--- config.mk ---
export PLATFORM = sky130hd
export DESIGN_NAME = ir_sensor_emulator_flat
export DESIGN_NICKNAME = d
export VERILOG_FILES = /design/src/rtl/ir_sensor_emulator_pkg.sv /design/src/rtl/ir_sensor_emulator_if.sv /design/src/rtl/ir_sensor_emulator.sv /design/src/flat_wrapper.sv
export SDC_FILE = /design/constraint.sdc
export NUM_CORES = 1
export LEC_CHECK = 0
export CAP_MARGIN = 20
export CELL_PAD_IN_SITES_DETAIL_PLACEMENT = 0
export CELL_PAD_IN_SITES_GLOBAL_PLACEMENT = 1
export CORE_MARGIN = 5
export CORE_UTILIZATION = 35
export CTS_BUF_LIST = sky130_fd_sc_hd__clkbuf_16
export CTS_CLUSTER_DIAMETER = 120
export DETAILED_ROUTE_END_ITERATION = 7
export GPL_ROUTABILITY_DRIVEN = 0
export GPL_TIMING_DRIVEN = 1
export PLACE_DENSITY = 0.65
export RECOVER_POWER = 50
export SLEW_MARGIN = 20
export SYNTH_ARGS = -nofsm -noshare
export SYNTH_HDL_FRONTEND = slang
export SYNTH_SLANG_ARGS = --single-unit
--- constraint.sdc ---
create_clock -name clock -period 2.6 [get_ports clock]
set_input_delay 0.26 -clock clock [delete_from_list [all_inputs] [get_ports clock]]
set_output_delay 0.26 -clock clock [all_outputs]
set_load 0.05 [all_outputs]
--- src/rtl/ir_sensor_emulator_pkg.sv ---
// rtl/ir_sensor_emulator_pkg.sv - shared count width, defaults and FSM encoding for the IR sensor emulator
package ir_sensor_pkg;

    localparam int CNT_W             = 20;
    localparam int MIN_CHARGE_DEF    = 2048;
    localparam int DEFAULT_DECAY_DEF = 500;

    typedef logic [CNT_W-1:0] cnt_t;

    typedef enum logic [1:0] {
        ST_IDLE   = 2'd0,
        ST_CHARGE = 2'd1,
        ST_DECAY  = 2'd2
    } state_t;

endpackage

--- src/rtl/ir_sensor_emulator_if.sv ---
// rtl/ir_sensor_emulator_if.sv - reader-side signal bundle of the IR sensor emulator
interface ir_sensor_emulator_if;
    import ir_sensor_pkg::*;

    logic       enable;
    logic       chargeIn;
    cnt_t       decayTime;
    logic       decayLoad;
    logic       clearErr;
    logic       senseOut;
    logic       busy;
    logic       shortCharge;
    logic [7:0] responseCount;

    modport master (
        output enable, chargeIn, decayTime, decayLoad, clearErr,
        input  senseOut, busy, shortCharge, responseCount
    );

    modport slave (
        input  enable, chargeIn, decayTime, decayLoad, clearErr,
        output senseOut, busy, shortCharge, responseCount
    );

endinterface

--- src/rtl/ir_sensor_emulator.sv ---
// rtl/ir_sensor_emulator.sv - emulates an IR sensor node: charge by the reader, then a timed decay back to low
module ir_sensor_emulator
    import ir_sensor_pkg::*;
#(
    parameter int MIN_CHARGE    = MIN_CHARGE_DEF,
    parameter int DEFAULT_DECAY = DEFAULT_DECAY_DEF
) (
    input  logic                 clock,
    input  logic                 reset,
    ir_sensor_emulator_if.slave  bus
);

    localparam cnt_t MIN_CNT = cnt_t'(MIN_CHARGE);
    localparam cnt_t DEF_CNT = cnt_t'(DEFAULT_DECAY);

    state_t     state, state_n;
    cnt_t       charge_cnt, charge_cnt_n;
    cnt_t       decay_cnt, decay_cnt_n;
    cnt_t       decay_reg, decay_reg_n;
    cnt_t       active_decay, active_decay_n;
    logic       sense_q, sense_n;
    logic       busy_q, busy_n;
    logic       short_q, short_n;
    logic [7:0] count_q, count_n;

    always_ff @(posedge clock) begin
        if (reset) begin
            state        <= ST_IDLE;
            charge_cnt   <= '0;
            decay_cnt    <= '0;
            decay_reg    <= DEF_CNT;
            active_decay <= DEF_CNT;
            sense_q      <= 1'b0;
            busy_q       <= 1'b0;
            short_q      <= 1'b0;
            count_q      <= '0;
        end else begin
            state        <= state_n;
            charge_cnt   <= charge_cnt_n;
            decay_cnt    <= decay_cnt_n;
            decay_reg    <= decay_reg_n;
            active_decay <= active_decay_n;
            sense_q      <= sense_n;
            busy_q       <= busy_n;
            short_q      <= short_n;
            count_q      <= count_n;
        end
    end

    always_comb begin
        state_n        = state;
        charge_cnt_n   = charge_cnt;
        decay_cnt_n    = decay_cnt;
        active_decay_n = active_decay;
        decay_reg_n    = bus.decayLoad ? bus.decayTime : decay_reg;
        sense_n        = 1'b0;
        short_n        = short_q & ~bus.clearErr;
        count_n        = count_q;

        if (bus.enable) begin
            unique case (state)
                ST_IDLE: begin
                    if (bus.chargeIn) begin
                        state_n      = ST_CHARGE;
                        charge_cnt_n = cnt_t'(1);
                        sense_n      = 1'b1;
                    end
                end
                ST_CHARGE: begin
                    if (bus.chargeIn) begin
                        sense_n = 1'b1;
                        if (charge_cnt < MIN_CNT)
                            charge_cnt_n = charge_cnt + cnt_t'(1);
                    end else if (charge_cnt >= MIN_CNT) begin
                        state_n        = ST_DECAY;
                        decay_cnt_n    = '0;
                        active_decay_n = decay_reg;
                        sense_n        = 1'b1;
                    end else begin
                        // Released too early: flag it, no decay and no response.
                        state_n = ST_IDLE;
                        short_n = 1'b1;
                    end
                end
                ST_DECAY: begin
                    if (bus.chargeIn) begin
                        state_n      = ST_CHARGE;
                        charge_cnt_n = cnt_t'(1);
                        sense_n      = 1'b1;
                    end else if (decay_cnt == active_decay) begin
                        state_n = ST_IDLE;
                        count_n = count_q + 8'd1;
                    end else begin
                        decay_cnt_n = decay_cnt + cnt_t'(1);
                        sense_n     = 1'b1;
                    end
                end
                default: state_n = ST_IDLE;
            endcase
        end else begin
            state_n = ST_IDLE;
        end

        busy_n = (state_n != ST_IDLE);
    end

    assign bus.senseOut      = sense_q;
    assign bus.busy          = busy_q;
    assign bus.shortCharge   = short_q;
    assign bus.responseCount = count_q;

endmodule

--- src/flat_wrapper.sv ---
// flat-port wrapper written by rule: the top's interface ports become plain ports
module ir_sensor_emulator_flat import ir_sensor_pkg::*;
#(
    parameter int MIN_CHARGE    = MIN_CHARGE_DEF,
    parameter int DEFAULT_DECAY = DEFAULT_DECAY_DEF
)
  (clock, reset, bus_enable, bus_chargeIn, bus_decayTime, bus_decayLoad, bus_clearErr, bus_senseOut, bus_busy, bus_shortCharge, bus_responseCount);
  ir_sensor_emulator_if bus_i ();
  input  logic clock;
  input  logic reset;
  input wire logic [$bits(bus_i.enable)-1:0] bus_enable;
  input wire logic [$bits(bus_i.chargeIn)-1:0] bus_chargeIn;
  input wire logic [$bits(bus_i.decayTime)-1:0] bus_decayTime;
  input wire logic [$bits(bus_i.decayLoad)-1:0] bus_decayLoad;
  input wire logic [$bits(bus_i.clearErr)-1:0] bus_clearErr;
  output wire logic [$bits(bus_i.senseOut)-1:0] bus_senseOut;
  output wire logic [$bits(bus_i.busy)-1:0] bus_busy;
  output wire logic [$bits(bus_i.shortCharge)-1:0] bus_shortCharge;
  output wire logic [$bits(bus_i.responseCount)-1:0] bus_responseCount;
  assign bus_i.enable = bus_enable;
  assign bus_i.chargeIn = bus_chargeIn;
  assign bus_i.decayTime = bus_decayTime;
  assign bus_i.decayLoad = bus_decayLoad;
  assign bus_i.clearErr = bus_clearErr;
  assign bus_senseOut = bus_i.senseOut;
  assign bus_busy = bus_i.busy;
  assign bus_shortCharge = bus_i.shortCharge;
  assign bus_responseCount = bus_i.responseCount;
  ir_sensor_emulator #(.MIN_CHARGE(MIN_CHARGE), .DEFAULT_DECAY(DEFAULT_DECAY)) u_core (.clock(clock), .reset(reset), .bus(bus_i));
endmodule
After elaboration in Yosys (flattened, before gate mapping)
Cells that the tools add are included.

storage, ports and cells
  register bits = 93
  bits of input ports = 26
  output and inout bits = 11
  word-level logic and storage cells = 64

operators by class
  add/sub/neg operators = 3
  order comparisons = 2
  eq/ne operators = 10
  multiplexer cells = 26
  bitwise logic cells = 4
  reductions and logical operators = 10

operators by type and width
  kind                   count
  $mux 20                7
  $pmux 20 s2            2
  $add 20x1->20 const B  2
  $eq 20x20->1           1
  $ge 20x12->1 const B   1
  $lt 20x12->1 const B   1
  $mux 2                 6
  $mux 1                 9
  $add 8x1->8 const B    1
  $ne 2x2->1 const B     4
  $reduce_and 4->1       2
  $ne 2x1->1 const B     3
  $pmux 2 s3             1
  $reduce_and 6->1       1
  $reduce_bool 2->1      3
  $reduce_and 5->1       1
  $reduce_or 2->1        2
  $not 1->1              3
  $pmux 1 s3             1
  $eq 2x1->1 const B     1
  $eq 2x2->1 const B     1
  $logic_not 2->1        1
  $and 1x1->1            1

Longest topological paths before layout
Gate-level depths: netlist of run 1.

  depth after elaboration = 6
  mapped depth = 10

Worst setup path after synthesis of run 1
Ideal clock, no wire load.

  kind = reg-to-reg
  from = reg u_core.state[1]
  to = reg u_core.decay_cnt[2]
  arrival = 2129 ps
  required time = 2472 ps
  slack = 344 ps
  cell stages (with the launch flop) = 10
  clock period less this slack = 2256 ps
  cell sequence = dfxtp_1 inv_1 ha_1 clkbuf_1 nand3b_1 a31oi_1 a21o_1 clkbuf_1 clkbuf_1 nor2_1

between the ends
  word-level cells in the longest chain between the ends = 3

ends and longest elaborated chain
  item                                                RTL line                  text
  from (decl)                                         ir_sensor_emulator.sv:16  state_t state, state_n;
  from (signal assigned)                              ir_sensor_emulator.sv:38  state <= state_n;
  $eq 2x2->1 / $eq 2x1->1 (equally long branches)     ir_sensor_emulator.sv:61  unique case (state)
  $ne 2x2->1 (no line), or another cell as far along  --
  $reduce_and 6->1 (no line)                          --
  to (signal assigned)                                ir_sensor_emulator.sv:40  decay_cnt <= decay_cnt_n;
  to (decl)                                           ir_sensor_emulator.sv:18  cnt_t decay_cnt, decay_cnt_n;

Parallel ways exist; a longest one is shown, timed or not.
A chain may end at the register's enable or synchronous reset.

Worst setup path in the final report of run 1
  from = reg u_core.state[1]
  to = reg u_core.decay_cnt[4]

The elaborated chain is that of the path after synthesis.

==> run metrics, run 1 <==
Worst Setup SP u_core.state[1]$_SDFF_PP0_; first-pass GRT wire length 16,200 µm; Rows 40; HPWL after DPL 6630 µm; Fmax 0.430 GHz; number of global-route vias before repair 3,321; top-count cell post-synth dfxtp_1; register area share after synthesis 0.439; worst-margin pin slew 1.47 ns; final WL 9370 µm; WP data arrival 2.54 ns; Synth Warn # 0; CTS Sinks 93; Die H 120 µm; non-filler cells, final 670; Cells after Synth 477; Slew headroom 0.0213; post-cts resize count 0; final number of setup-violating endpoints 0; post-route ant nets 0; max cap viols 0; Static Leak 1.86 nW; DR WL/cell 14.0 µm; Layout fillers 1,214; Post-synth EDFFs 0; min Tclk post-route 2.32 ns; CP max FO 10; io pins 37; post-synth top area share 0.439; Main synth FF type dfxtp_1; Post-CTS Setup Inserts 0; crit path capture u_core.decay_cnt[4]$_SDFFE_PP0P_; final number of hold-violating endpoints 0; Worst Setup Start Kind register; chip width 120 µm; outcome finished, final reports clean; met2 Track Usage GR 0.225; DRC violations left 0; htree depth 3; Post-Place Cells 654; PwrDens 571 nW/µm²; R2R Path End u_core.decay_cnt[4]$_SDFFE_PP0P_; core area 12,000 µm²; Iteration-0 DRC Markers 175; Port Buffers 36; Async SR Flop Fraction 0; Clock Tree Root clkbuf_16; Clock Skews 0.00646 ns; Clock Path Buffers 2; vias per cell 5.09; Yosys reg bits 93; syn nets 511; Post-Route Setup TNS 0 ns; ANT cells 0; reg2reg setup slack 0.28 ns; Hold WC Path Type in2reg; Mean Syn Cell Area 8.89 µm²; synth unique cells 44; die area 14,400 µm²; vias 3,407; initial core utilization 0.354; CTS clk-pin slew, worst paths 0.06 ns; Cell Area, Placed 4820 µm²; worst reg2reg path depth 7; Worst VDD drop 349 µV; fin area 5060 µm²; Total GRT Usage 0.138; CTS tree done; hold_ws 0.281 ns; fin nets 552; initial antenna violation count 0; drt first pass iters 6; Num CTS Buffers 9; Synth Cell Area 4240 µm²; Worst setup EP type register; area grow syn2layout 19.4%; FF-to-FF Start u_core.state[1]$_SDFF_PP0_; CP Data Required Time 2.82 ns; # hold bufs at CTS 0; fin crit share 0.894; GR Layer Usage met3 0.0438; Post-synth top cells 93 x dfxtp_1, 63 x nor2_1, 29 x mux2i_1; layout cells sized above 1 0.0554; Area contributors post-synth dfxtp_1 44%, mux2i_1 6.8%, nor2_1 5.6%, xor2_1 5.0%, xnor2_1 3.7%; pin count of the biggest net entering global routing 43; grt ovf 0; met1 Use GR 0.178; Slew Viols, Final 0; RSZ-0062 raised after global routing no; Clk Latency, worst-skew pair 0.34 ns; Most Crowded Layer GR met2; crit path kind reg2reg; Util after Layout 0.423; Synth area leader dfxtp_1
==> layout make-up <==
type,count,area (µm²),share of cell area
timing repair buffer,52,449,0.0887
multi-input combinational,349,2240,0.442
inverter,13,48.8,0.00964
sequential,93,1860,0.368
clock buffer,9,225,0.0445
clock inverter,7,57.6,0.0114
tap,147,184,0.0363
==> worst max-delay path: stages, from the launching register on <==
cell	delay [ns]
dfxtp_1	0.33
inv_1	0.14
ha_1	0.32
nand3b_1	0.15
a31oi_1	0.32
a21o_1	0.38
clkbuf_1	0.45
nor2_1	0.11
==> routing by layer <==
| metal | vias to the layer above | part of all wire | routed length (µm) |
|---|---|---|---|
| li1 | 1773 | - | - |
| met1 | 1585 | 0.49 | 4560 |
| met2 | 41 | 0.47 | 4370 |
| met3 | 8 | 0.036 | 334 |
| met4 | 0 | 0.011 | 107 |
| met5 | - | 0 | 0 |
==> logic make-up after synthesis <==
logic type,synth area share
AO/OA/AOI/OAI,0.125
XOR/XNOR,0.0868
adder cells (fa/ha/maj),0.0236
buffers and inverters,0.0333
flip-flops,0.439
multiplexers,0.0685
AND/OR/NAND/NOR,0.224
==> worst min-delay path by stage <==
stage / from / end / depth (start not counted)
finish: reset / u_core.bus.responseCount[2]$_SDFFE_PP0P_ / 2
global route: reset / u_core.bus.shortCharge$_SDFF_PP0_ / 2
CTS: reset / u_core.bus.responseCount[2]$_SDFFE_PP0P_ / 2
detailed placement: u_core.decay_reg[5]$_SDFFE_PP1P_ / u_core.active_decay[5]$_SDFFE_PP1P_ / 1
global placement: u_core.decay_reg[5]$_SDFFE_PP1P_ / u_core.active_decay[5]$_SDFFE_PP1P_ / 1
floorplan: bus_decayTime[2] / u_core.decay_reg[2]$_SDFFE_PP1P_ / 1
==> where the power goes <==
group          internal [mW]  switching, mW  total (mW)
combinational         0.0744         0.0848       0.159
clock                  0.730          0.540        1.27
sequential              1.45         0.0146        1.46
total                   2.25          0.639        2.89
==> stage by stage <==
step | power, mW | setup slack (ns)
global route | 3.02 | 0.0828
global placement | 1.66 | 0.266
floorplan | 1.59 | 0.344
CTS | 2.94 | 0.324
finish | 2.89 | 0.277
detailed placement | 1.66 | 0.196
==> cell usage in the layout, fill, tap and decap left out, drive strengths merged, types with 5 or more instances in the layout <==
cell type and instances:
a211o 12, a21oi 27, and3 5, buf 10, clkbuf 16, clkdlybuf4s50 23, dfxtp 93, dlygate4sd3 12
ha 8, inv 14, mux2i 29, nand2 24, nand3 17, nand4 13, nor2 63, nor2b 14
nor3 11, nor4 13, o21ai 20, o31ai 5, or3 15, xnor2 18, xor2 24
No activity file was read; power rests on OpenSTA's default activity.
==> inputs of run 2 (changes only) <==
--- a/config.mk
+++ b/config.mk
@@ -8,7 +8,6 @@
 export CAP_MARGIN = 20
 export CELL_PAD_IN_SITES_DETAIL_PLACEMENT = 0
 export CELL_PAD_IN_SITES_GLOBAL_PLACEMENT = 1
-export CORE_MARGIN = 5
 export CORE_UTILIZATION = 35
 export CTS_BUF_LIST = sky130_fd_sc_hd__clkbuf_16
 export CTS_CLUSTER_DIAMETER = 120
==> run 2 against run 1 <==
Against the previous run: non-clock buffer count decreased by 2; the run now ends with design-rule violations left; critical endpoint is now u_core.bus.responseCount[7]$_SDFFE_PP0P_; flip-flop and latch count unchanged; combinational power barely moved; sequential share of layout area grew 0.19 points.
==> run metrics, run 2 (synthesis results as in run 1) <==
outcome finished, violations left (was finished, final reports clean); failing checks design-rule violations; RSZ-0062 raised after global routing no (unchanged); ANT cells 0 (unchanged); Static Leak 1.85 nW (was 1.86 nW); final WL 9220 µm (was 9370 µm); DR WL/cell 13.9 µm (was 14.0 µm); core area 11,600 µm² (was 12,000 µm²); Clock Tree Root clkbuf_16 (unchanged); most common cell after layout, fill and taps aside dfxtp_1 (unchanged); grt ovf 0 (unchanged); Slew Viols, Final 0 (unchanged); Die H 112 µm (was 120 µm); number of global-route vias before repair 3,251 (was 3,321); die area 12,600 µm² (was 14,400 µm²); crit path kind reg2reg (unchanged); Total GRT Usage 0.161 (was 0.138); Num CTS Buffers 9 (unchanged); commonest non-fill, non-tap cells in the layout 93 x dfxtp_1, 63 x nor2_1, 29 x mux2i_1 (unchanged); Worst Setup Start Kind register (unchanged); fin nets 550 (was 552); Rows 39 (was 40); CP max FO 11 (was 10); CTS Sinks 93 (unchanged); Clock Skews 0.00627 ns (was 0.00646 ns); CTS tree done (unchanged); initial core utilization 0.365 (was 0.354); post-route ant nets 0 (unchanged); CTS clk-pin slew, worst paths 0.06 ns (about the same); area grow syn2layout 18.8% (was 19.4%); Iteration-0 DRC Markers 176 (was 175); vias per cell 5.19 (was 5.09); max cap viols 0 (unchanged); Port Buffers 36 (unchanged); Hold WC Path Type in2reg (unchanged); WP data arrival 2.63 ns (was 2.54 ns); PwrDens 548 nW/µm² (was 571 nW/µm²); Post-Place Cells 647 (was 654); Post-Route Setup TNS 0 ns (unchanged); Slew headroom 0.0721 (was 0.0213); final number of hold-violating endpoints 0 (unchanged); fin crit share 0.903 (was 0.894); pin count of the biggest net entering global routing 45 (was 43); Clk Latency, worst-skew pair 0.35 ns (was 0.34 ns); first-pass GRT wire length 16,100 µm (was 16,200 µm); min Tclk post-route 2.35 ns (was 2.32 ns); layout cells sized above 1 0.0577 (was 0.0554); drt first pass iters 6 (unchanged); worst-margin pin slew 1.39 ns (was 1.47 ns); vias 3,444 (was 3,407); final number of setup-violating endpoints 0 (unchanged); chip width 112 µm (was 120 µm); CP Data Required Time 2.88 ns (was 2.82 ns); Worst setup EP type register (unchanged); non-filler cells, final 663 (was 670); Layout fillers 1,194 (was 1,214); io pins 37 (unchanged); initial antenna violation count 0 (unchanged); Worst VDD drop 440 µV (was 349 µV); # hold bufs at CTS 0 (unchanged); Clock Path Buffers 2 (unchanged); Fmax 0.426 GHz (was 0.430 GHz); htree depth 3 (unchanged); DRC violations left 2 (was 0); HPWL after DPL 6560 µm (was 6630 µm)
-- run 2: changes by cell type in the layout (fill, tap and decap cells not counted), sizes merged --
cell | previous run | this run
buf | 10 | 11
clkinvlp | 1 | 0
bufinv | 1 | 0
clkbuf | 16 | 13
inv | 14 | 15
-- run 2: cell type report --
type,instances,area (µm²),share of cell area
Sequential cell,93,1860,0.370
Timing Repair Buffer,50,447,0.0887
Tap cell,143,179,0.0355
Inverter,13,48.8,0.00969
Multi-Input combinational cell,349,2250,0.447
Clock inverter,6,23.8,0.00472
Clock buffer,9,225,0.0447
-- run 2: power by group --
part / leakage, nW / total [mW] / internal [mW] / switching (mW)
Sequential: 0.754 / 1.46 / 1.45 / 0.0140
Clock: 0.130 / 1.14 / 0.623 / 0.515
Combinational: 0.969 / 0.159 / 0.0754 / 0.0833
-- run 2: what timing repair did --
| item | 4_1_cts | 5_1_grt |
|---|---|---|
| gates resized for setup | 0 | 1 |
| setup endpoints to repair | 0 | 4 |
| hold endpoints to repair | 0 | 0 |
| setup buffers | 0 | 1 |
-- run 2: worst paths after layout --
path	from	endpoint	slack [ns]	cells past startpoint
max	u_core.decay_cnt[6]$_SDFFE_PP0P_	u_core.bus.responseCount[7]$_SDFFE_PP0P_	0.25	6
min reg2reg	u_core.decay_reg[2]$_SDFFE_PP1P_	u_core.active_decay[2]$_SDFFE_PP1P_	0.45	1
min	reset	u_core.bus.responseCount[1]$_SDFFE_PP0P_	0.27	2
max reg2reg	u_core.decay_cnt[6]$_SDFFE_PP0P_	u_core.bus.responseCount[7]$_SDFFE_PP0P_	0.25	6
-- run 2: critical path, cell delays in order, from the launching register on --
cell     delay [ns]
dfxtp_1        0.45
xor2_1         0.10
nor4_1         0.49
nand2_1        0.18
or2_1          0.37
or4_1          0.54
a21oi_1        0.15
-- run 2: routing by layer --
metal	part of all wire	GRT usage	wire length, µm	vias up
met2	0.47	0.261	4290	52
met4	0.013	0.0533	119	0
met3	0.039	0.0464	360	8
met5	0	0	0	-
met1	0.48	0.207	4450	1617
li1	-	-	-	1767
-- run 2: through the flow --
step,instance area [µm²],utilization,total power [mW],hold slack [ns],worst slack (ns)
after floorplan,4240,-,1.59,0.382,0.344
after global placement,4790,0.413,1.65,0.442,0.277
after detailed placement,4790,0.413,1.66,0.444,0.282
after CTS,5040,0.434,2.81,0.256,0.260
after global routing,5040,0.434,2.89,0.276,0.0256
final,5040,0.434,2.76,0.274,0.252
==> inputs of run 3 (changes only) <==
--- a/config.mk
+++ b/config.mk
@@ -12,9 +12,10 @@
 export CTS_BUF_LIST = sky130_fd_sc_hd__clkbuf_16
 export CTS_CLUSTER_DIAMETER = 120
 export DETAILED_ROUTE_END_ITERATION = 7
+export DONT_BUFFER_PORTS = 1
 export GPL_ROUTABILITY_DRIVEN = 0
 export GPL_TIMING_DRIVEN = 1
-export PLACE_DENSITY = 0.65
+export PLACE_DENSITY = 0.63
 export RECOVER_POWER = 50
 export SLEW_MARGIN = 20
 export SYNTH_ARGS = -nofsm -noshare
==> run 3 against run 2 <==
Against the previous run: the flow still finishes with violations (design-rule violations); wire length rose by 3.1%; non-clock buffer count shrank 37; fmax grew 0.24%; final cell count shrank 5.4%; sequential power barely moved; largest cell class unchanged.
==> run metrics, run 3 (synthesis results as in run 1) <==
outcome finished, violations left (unchanged); failing checks design-rule violations (unchanged); CP Data Required Time 2.84 ns (was 2.88 ns); Worst VDD drop 361 µV (was 440 µV); R2R Path End u_core.active_decay[5]$_SDFFE_PP1P_ (was u_core.bus.responseCount[7]$_SDFFE_PP0P_); post-route ant nets 0 (unchanged); fin crit share 0.901 (was 0.903); most common cell after layout, fill and taps aside dfxtp_1 (unchanged); crit path kind reg2reg (unchanged); final number of hold-violating endpoints 0 (unchanged); number of global-route vias before repair 3,120 (was 3,251); Fmax 0.427 GHz (was 0.426 GHz); final number of setup-violating endpoints 0 (unchanged); DRC violations left 2 (unchanged); WP data arrival 2.58 ns (was 2.63 ns); Clk Latency, worst-skew pair 0.34 ns (was 0.35 ns); Hold WC Path Type in2reg (unchanged); hold_ws 0.0190 ns (was 0.274 ns); Die H 112 µm (unchanged); drt first pass iters 6 (unchanged); io pins 37 (unchanged); initial core utilization 0.365 (unchanged); Port Buffers 0 (was 36); pre-CTS setup slack 0.318 ns (was 0.282 ns); initial antenna violation count 0 (unchanged); HPWL after DPL 6470 µm (was 6560 µm); vias 3,327 (was 3,444); htree depth 3 (unchanged); Total GRT Usage 0.160 (was 0.161); Slew Viols, Final 0 (unchanged); CTS tree done (unchanged); worst-margin pin slew 0.797 ns (was 1.39 ns); commonest non-fill, non-tap cells in the layout 93 x dfxtp_1, 63 x nor2_1, 29 x mux2i_1 (unchanged); die area 12,600 µm² (unchanged); Clock Path Buffers 2 (unchanged); Worst Setup Start Kind register (unchanged); max cap viols 0 (unchanged); ANT cells 0 (unchanged); worst hold stages 1 (was 2); DR WL/cell 15.2 µm (was 13.9 µm); Num CTS Buffers 9 (unchanged); chip width 112 µm (unchanged); layout cells sized above 1 0.0640 (was 0.0577); worst reg2reg path depth 7 (was 6); grt ovf 0 (unchanged); Post-CTS Setup Inserts 0 (unchanged); pin count of the biggest net entering global routing 39 (was 45); RSZ-0062 raised after global routing no (unchanged); Rows 39 (unchanged); FF-to-FF Start u_core.state[1]$_SDFF_PP0_ (was u_core.decay_cnt[6]$_SDFFE_PP0P_); Layout fillers 1,163 (was 1,194); Iteration-0 DRC Markers 147 (was 176); core area 11,600 µm² (unchanged); reg2reg setup slack 0.26 ns (was 0.25 ns); Clock Skews 0.0101 ns (was 0.00627 ns); fin nets 513 (was 550); worst hold endpoint u_core.active_decay[6]$_SDFFE_PP1P_ (was u_core.bus.responseCount[1]$_SDFFE_PP0P_); CTS Sinks 93 (unchanged); area grow syn2layout 12.2% (was 18.8%); CTS clk-pin slew, worst paths 0.07 ns (was 0.06 ns); CP max FO 26 (was 11); Slew headroom 0.469 (was 0.0721); vias per cell 5.31 (was 5.19); Clock Tree Root clkbuf_16 (unchanged); min Tclk post-route 2.34 ns (was 2.35 ns); first-pass GRT wire length 16,000 µm (was 16,100 µm); Worst setup EP type register (unchanged); min setup slack post-route 0.258 ns (was 0.252 ns); PwrDens 629 nW/µm² (was 548 nW/µm²); start point of the worst hold path reset (unchanged); final WL 9510 µm (was 9220 µm); Static Leak 1.70 nW (was 1.85 nW); Post-Route Setup TNS 0 ns (unchanged)
==> run 3: layer usage <==
metal | global-route usage | share of wire | wire, µm | vias to the layer above
met5 | 0 | 0 | 0 | -
met4 | 0.0507 | 0.012 | 116 | 0
met3 | 0.0427 | 0.035 | 335 | 9
met2 | 0.257 | 0.46 | 4340 | 51
met1 | 0.209 | 0.50 | 4720 | 1568
li1 | - | - | - | 1699
==> run 3: what timing repair did <==
action / CTS / global route
resized for setup: 0 / 2
hold endpoints to repair: 38 / 0
endpoints found under the setup margin: 0 / 5
hold buffers: 1 / 0
==> run 3: power breakdown <==
part	switching [mW]	leakage [nW]	total, mW	internal, mW
Sequential	0.0221	0.754	1.47	1.45
Clock	0.576	0.161	1.42	0.848
Combinational	0.0566	0.786	0.0988	0.0422
Total	0.655	1.70	2.99	2.34
==> run 3: worst max-delay path, stage by stage, from the launching register on <==
cell	delay (ns)
dfxtp_1	0.33
inv_1	0.14
ha_1	0.33
nand3b_1	0.19
a31oi_4	0.24
clkbuf_2	0.59
nor2b_1	0.11
a211o_1	0.29
==> run 3: cell type report <==
type                    instances  area, µm²  share of cell area
clock buffers                   9        225              0.0473
multi-input cells             349       2260               0.475
clock inverters                 7       98.8              0.0208
flip-flops and latches         93       1860               0.391
inverters                      13       48.8              0.0103
well taps                     143        179              0.0376
repair buffers                 13       85.1              0.0179
==> run 3: how the worst max path moves through the flow <==
stage / start / end / slack (ns) / cells past startpoint
after floorplan: u_core.state[1]$_SDFF_PP0_ / u_core.decay_cnt[2]$_SDFFE_PP0P_ / 0.34 / 9
after global placement: u_core.decay_cnt[7]$_SDFFE_PP0P_ / u_core.bus.responseCount[5]$_SDFFE_PP0P_ / 0.30 / 6
after detailed placement: u_core.decay_cnt[7]$_SDFFE_PP0P_ / u_core.bus.responseCount[7]$_SDFFE_PP0P_ / 0.32 / 6
after CTS: u_core.decay_cnt[6]$_SDFFE_PP0P_ / u_core.bus.responseCount[7]$_SDFFE_PP0P_ / 0.28 / 6
after global routing: u_core.state[1]$_SDFF_PP0_ / u_core.active_decay[5]$_SDFFE_PP1P_ / 0.06 / 7
final: u_core.state[1]$_SDFF_PP0_ / u_core.active_decay[5]$_SDFFE_PP1P_ / 0.26 / 7
==> run 3: through the flow <==
| stage | cell area (µm²) | power, mW | cells | util |
|---|---|---|---|---|
| after global routing | 4760 | 3.11 | 627 | 0.410 |
| after floorplan | 4240 | 1.59 | 477 | - |
| final | 4760 | 2.99 | 627 | 0.410 |
| after global placement | 4430 | 1.59 | 610 | 0.382 |
| after detailed placement | 4430 | 1.59 | 610 | 0.382 |
| after CTS | 4780 | 3.03 | 627 | 0.411 |
